--- src/rtl/cocofdc_host_master.sv ---
// cocofdc_host_master: valid/ready initiator for the FDC CPLD host port.
// Generates timed a_sel strobe cycles, including the two-strobe pipelined read.
module cocofdc_host_master #(
    parameter int SETUP  = 2,
    parameter int STROBE = 4,
    parameter int HOLD   = 16,
    parameter int CW     = 5
) (
    input  logic        clock_50,
    input  logic        reset,
    input  logic        req_valid,
    output logic        req_ready,
    input  logic        req_rw,
    input  logic [15:0] req_addr,
    input  logic [7:0]  req_wdata,
    output logic        rsp_valid,
    output logic [7:0]  rsp_rdata,
    output logic [15:0] a_addrbus,
    output logic        a_rw,
    output logic        a_sel,
    output logic [7:0]  a_data_o,
    output logic        a_data_oe,
    input  logic [7:0]  a_data_i,
    input  logic        dirty,
    output logic        dirty_irq
);
    typedef enum logic [2:0] {
        S_IDLE, S_SETUP, S_STROBE, S_HOLD, S_FSETUP, S_FSTROBE, S_DONE
    } state_t;

    // Counter reload values; a zero-length phase still lasts one cycle.
    localparam logic [CW-1:0] SETUP_L  = CW'((SETUP  > 1) ? SETUP  - 1 : 0);
    localparam logic [CW-1:0] STROBE_L = CW'((STROBE > 1) ? STROBE - 1 : 0);
    localparam logic [CW-1:0] HOLD_L   = CW'((HOLD   > 1) ? HOLD   - 1 : 0);

    state_t        state_q;
    logic [CW-1:0] cnt_q;
    logic          pass_q;
    logic          req_ready_q;
    logic          rsp_valid_q;
    logic [7:0]    rsp_rdata_q;
    logic [15:0]   addr_q;
    logic          a_rw_q;
    logic          a_sel_q;
    logic [7:0]    wdata_q;
    logic [2:0]    dsync_q;
    logic          dirty_irq_q;

    always_ff @(posedge clock_50 or negedge reset) begin
        if (!reset) begin
            state_q     <= S_IDLE;
            cnt_q       <= '0;
            pass_q      <= 1'b0;
            req_ready_q <= 1'b1;
            rsp_valid_q <= 1'b0;
            rsp_rdata_q <= 8'h00;
            addr_q      <= 16'h0000;
            a_rw_q      <= 1'b1;
            a_sel_q     <= 1'b0;
            wdata_q     <= 8'h00;
        end else begin
            rsp_valid_q <= 1'b0;
            if (cnt_q != '0) begin
                cnt_q <= cnt_q - 1'b1;
            end else begin
                case (state_q)
                    S_IDLE: begin
                        if (req_valid) begin
                            addr_q      <= req_addr;
                            a_rw_q      <= req_rw;
                            wdata_q     <= req_wdata;
                            req_ready_q <= 1'b0;
                            state_q     <= S_SETUP;
                            cnt_q       <= SETUP_L;
                        end
                    end
                    S_SETUP, S_FSETUP: begin
                        state_q <= (state_q == S_SETUP) ? S_STROBE : S_FSTROBE;
                        cnt_q   <= STROBE_L;
                        a_sel_q <= 1'b1;
                    end
                    S_STROBE, S_FSTROBE: begin
                        if (state_q == S_FSTROBE) begin
                            rsp_rdata_q <= a_data_i;
                            pass_q      <= 1'b1;
                        end
                        state_q <= S_HOLD;
                        cnt_q   <= HOLD_L;
                        a_sel_q <= 1'b0;
                    end
                    S_HOLD: begin
                        if (!a_rw_q || pass_q) begin
                            state_q     <= S_DONE;
                            rsp_valid_q <= 1'b1;
                        end else begin
                            state_q <= S_FSETUP;
                            cnt_q   <= SETUP_L;
                        end
                    end
                    S_DONE: begin
                        state_q     <= S_IDLE;
                        req_ready_q <= 1'b1;
                        pass_q      <= 1'b0;
                    end
                    default: state_q <= S_IDLE;
                endcase
            end
        end
    end

    // dsync_q[1] is the synchronised level, dsync_q[2] its previous value.
    always_ff @(posedge clock_50 or negedge reset) begin
        if (!reset) begin
            dsync_q     <= 3'b000;
            dirty_irq_q <= 1'b0;
        end else begin
            dsync_q     <= {dsync_q[1:0], dirty};
            dirty_irq_q <= dsync_q[1] & ~dsync_q[2];
        end
    end

    assign req_ready = req_ready_q;
    assign rsp_valid = rsp_valid_q;
    assign rsp_rdata = rsp_rdata_q;
    assign a_addrbus = addr_q;
    assign a_rw      = a_rw_q;
    assign a_sel     = a_sel_q;
    assign a_data_o  = wdata_q;
    assign a_data_oe = ~a_rw_q;
    assign dirty_irq = dirty_irq_q;
endmodule

--- config.mk ---
export PLATFORM = sky130hd
export DESIGN_NAME = cocofdc_host_master
export DESIGN_NICKNAME = d
export VERILOG_FILES = /design/src/rtl/cocofdc_host_master.sv
export SDC_FILE = /design/constraint.sdc
export NUM_CORES = 1
export LEC_CHECK = 0
export ABC_AREA = 0
export BUFFER_PORTS_ARGS = -buffer_cell sky130_fd_sc_hd__buf_2
export CORE_MARGIN = 2
export CORE_UTILIZATION = 45
export DETAILED_ROUTE_END_ITERATION = 8
export GPL_TIMING_DRIVEN = 0
export PLACE_DENSITY_LB_ADDON = 0.1
export SLEW_MARGIN = 20
export SYNTH_ARGS = -nofsm -noshare
export SYNTH_HDL_FRONTEND = slang
export SYNTH_SLANG_ARGS = --single-unit
--- constraint.sdc ---
create_clock -name clock_50 -period 4.2 [get_ports clock_50]
set_input_delay 0 -clock clock_50 [delete_from_list [all_inputs] [get_ports clock_50]]
set_output_delay 0 -clock clock_50 [all_outputs]
set_load 0.02 [all_outputs]
==> run summary <==
The flow ran to the end, and the final reports show no timing, DRC or antenna violations. The most numerous cell on the critical path is buf_6. The synthesized netlist devotes 8.06% of its cell area to simple gates.

The worst-case vdd ir drop was 0.333 mV; the area fraction in compound gates after synthesis was 5.23%. The count of boundary I/O pins was 75; the overall power was 0.00175 W. In this run, distinct cell masters in the synthesized netlist total 30. The synthesized-area fraction occupied by adder cells was 0.602%.

The reg2reg setup slack is 1.84 ns, and the number of antenna violations at the first check in global routing is 0. The core box area is 4410 µm², and the largest stage delay on the critical path is 0.47 ns. By area the synthesized netlist is led by dfrtp_1, mux2_4, mux2_2.

The slowest stage of the critical path is the or4b_1 cell. Yosys printed 0 warnings. The tool flagged a number of max-cap violations equal to 0.

The number of buffers and inverters on the critical path works out to 4. Slew at the pin closest to its max-slew limit: 0.747 ns. The later-pin clock latency in the skew report came out at 0.30 ns. The quantity of hold-fixing buffers added after cts is 35. The die covers 5180 µm².

The time the final worst path needs with I/O delays and setup works out to 2.36 ns. In the final timing run, aggregate negative setup slack is 0 ns. Once the clock tree was built, the setup fixing pass inserted 0 buffers.

The most repeated cell in the gate-level netlist after synthesis was dfrtp_1. The worst register-to-register path begins at cnt_q[0]. The count of nets left with antenna violations once routing finished came out at 0. The worst hold path belongs to the class in -> reg.

Type of element launching the critical path: a register. Dividing the detail-routed via count by the number of cells gives 4.86. For this configuration, the core starts out at a cell density of 47.1%.

The maximum number of buffers from clock root to sink came out at 2. The post-synthesis instance area is 2080 µm². The largest total area in the synthesized netlist belongs to dfrtp_1.

After detailed routing, the average wire length per cell comes to 13.8 µm. The first global-routing pass estimated 7160 µm of wire. The combinational family with the most area after synthesis is multiplexers. The cell count after synthesis was 145.

After synthesis, flip-flops and latches occupy 59.1% of the total area. The mean instance size in the synthesized netlist is 14.3 µm², and the proportion of register bits with asynchronous set or reset after synthesis is 100%. Of the cells placed in the final design, the portion with a size suffix greater than 1 is 47.3%. The worst hold margin is 0.0655 ns.

The signal on the critical path passes through inv_1 > ha_1 > or4b_1 > buf_6 > nor2_4 > and3_1 > buf_6 > buf_12 > mux2_4. From left edge to right edge, the die measures 72.0 µm. The final count of hold timing violations was 0; the count of state elements after synthesis was 49. The number of gates resized after CTS is 0, and the fill cell total of the finished layout is 336. For this run, design rule violations remaining after detail routing come to 0. The max-slew violation total from the final report is 0, and the relative max-transition margin is 50.1%. The H-tree was split into 2 levels. The tools report the pin count of the biggest net entering global routing as 50.

The start point of the worst min-delay path is req_valid. The via count of the first global-routing pass is 1521. The detailed router placed 1526 vias in this run. For the number of antenna cells inserted, the log shows 0. Setup repair after global routing left no endpoint under its margin. Derived from the worst setup path, the maximum achievable clock frequency is 424 MHz.

Power spread over the standard cell area amounts to 591 nW/µm². Clock-pin slew was measured on the worst setup and hold paths at 0.08 ns. The run gives 24 as the cell row count.

The floorplan step set the die height to 72.0 µm. After global routing the overflow that remains totals 0. On the critical path the largest part of the delay comes from simple AND/OR/NAND/NOR gates.

In this run the critical register-to-register path is captured at a_data_o[6]. The mux contribution to synthesized area is 21.5%, and the post-synthesis xor/xnor area fraction is 1.26%. In this run the worst path has a maximum fanout of 10.

The worst hold path terminates at req_ready. The most instantiated flip-flop cell in the synthesis netlist is dfrtp_1. Global routing used 17.8% of the available tracks.

STA puts the critical path data required time at 4.38 ns. By count the netlist is led by dfrtp_1, mux2_4, mux2_2. The logs give 4 for the number of optimization iterations in the first detailed-route pass and 4340 µm for the wire length reported by the detailed router.

STA puts the critical path data arrival time at 2.54 ns. Compared with the post-synthesis result, the final layout area differs by 42.2%. The number of flops mapped to enable cells by yosys came out at 0.

The depth of the worst register-to-register path works out to 9. After layout, the worst path uses 56.2% of the clock period. The final setup violation count was 0.

The total clock buffers created by CTS was 5. Buffers placed on the I/O ports in this run total 74. On the final layout, the worst clock skew is 0.00752 ns.

The clock net in this run drives a total of 49 sinks. The critical path is of the reg -> reg type. The tree is rooted in a clkbuf_8. Synthesis produced a netlist with a net count of 183. The HPWL after detailed placement is 2910 µm. TritonCTS built the clock tree. The detailed router finished its first iteration with 56 violations. The top-area cell type share of the netlist area is 56.6%, and the static power due to leakage is 1.49 nW.

The worst hold path passes through 3 cells. Capturing element type of the critical path: a register. The run gives 299 as the number of nets in the final layout.

The final RePlAce weighted congestion was 0.786.
-- worst max path at each step --
stage | startpoint | to | slack (ns) | cells past startpoint
3_5_place_dp | cnt_q[0] | a_addrbus[12] | 1.87 | 9
4_1_cts | cnt_q[0] | a_data_o[6] | 1.84 | 9
3_3_place_gp | cnt_q[0] | a_addrbus[6] | 1.88 | 9
2_1_floorplan | cnt_q[0] | a_addrbus[0] | 2.02 | 9
6_report | cnt_q[0] | a_data_o[6] | 1.84 | 9
5_1_grt | cnt_q[0] | a_data_o[6] | 1.72 | 9
-- cell type report --
class                           count  area, µm²  area share, %
Clock buffer                        6       72.6           2.45
Inverter                            4       15.0          0.508
Multi-Input combinational cell     85        768           26.0
Sequential cell                    49       1230           41.6
Buffer                              7       73.8           2.50
Timing Repair Buffer              109        723           24.5
Clock inverter                      2       10.0          0.339
Tap cell                           52       65.1           2.20
-- placed cells by master, fill, tap and decap left out, types with 2 or more instances in the layout --
| cell type | count |
|---|---|
| nor2b_1 | 2 |
| nand2_1 | 8 |
| dfrtp_1 | 47 |
| buf_2 | 73 |
| inv_1 | 4 |
| a21oi_1 | 7 |
| o21ai_0 | 2 |
| buf_12 | 2 |
| mux2_2 | 13 |
| a211oi_1 | 3 |
| clkbuf_8 | 5 |
| buf_6 | 2 |
| dlygate4sd3_1 | 35 |
| xnor2_1 | 3 |
| clkinv_2 | 2 |
| nor3_1 | 2 |
| clkbuf_1 | 4 |
| nor2_1 | 11 |
| dfstp_2 | 2 |
| mux2_4 | 20 |
-- tightest hold or removal path, stage by stage --
cell and delay [ns]:
buf_2 0.12, a31oi_1 0.08, o22a_1 0.16
-- through the flow --
step | utilization [%] | instances | setup WS [ns] | cell area (µm²)
2_1_floorplan | - | 145 | 2.02 | 2080
3_5_place_dp | 57.0 | 271 | 1.87 | 2510
5_1_grt | 67.0 | 314 | 1.72 | 2960
4_1_cts | 66.8 | 314 | 1.84 | 2950
6_report | 67.0 | 314 | 1.84 | 2960
3_3_place_gp | 57.0 | 271 | 1.88 | 2510
-- routing by layer --
metal / share of wire (%) / vias up / track usage, % / routed length (µm)
met1: 44 / 738 / 22.8 / 1900
met2: 50 / 51 / 30.6 / 2160
met4: 1.0 / 0 / 4.40 / 45
met5: 0 / - / 0 / 0
li1: - / 732 / - / -
met3: 5.3 / 5 / 4.17 / 232
-- logic make-up (layout without fill, tap and decap cells) --
logic type      Yosys count  count (layout)
compound gates           17              17
fa+ha+maj                 1               1
mux                      33              33
xor+xnor                  3               3
simple gates             31              31
flops                    49              49
buf+inv                  11             128
-- sequential cells by signal (all words and copies together) (netlist names) --
signal	flops
a_addrbus	16
req_ready	1
a_rw	1
a_sel	1
dsync_q	3
rsp_rdata	8
dirty_irq	1
a_data_o	8
rsp_valid	1
cnt_q	5
state_q	3
pass_q	1
-- report_power, final --
| group | switching (W) | leakage [nW] | internal (W) |
|---|---|---|---|
| combinational | 0.000387 | 0.827 | 0.000357 |
| clock | 0.000145 | 0.0450 | 0.000116 |
| sequential | 0.000109 | 0.616 | 0.000635 |
Power figures use the tool's default switching activity.
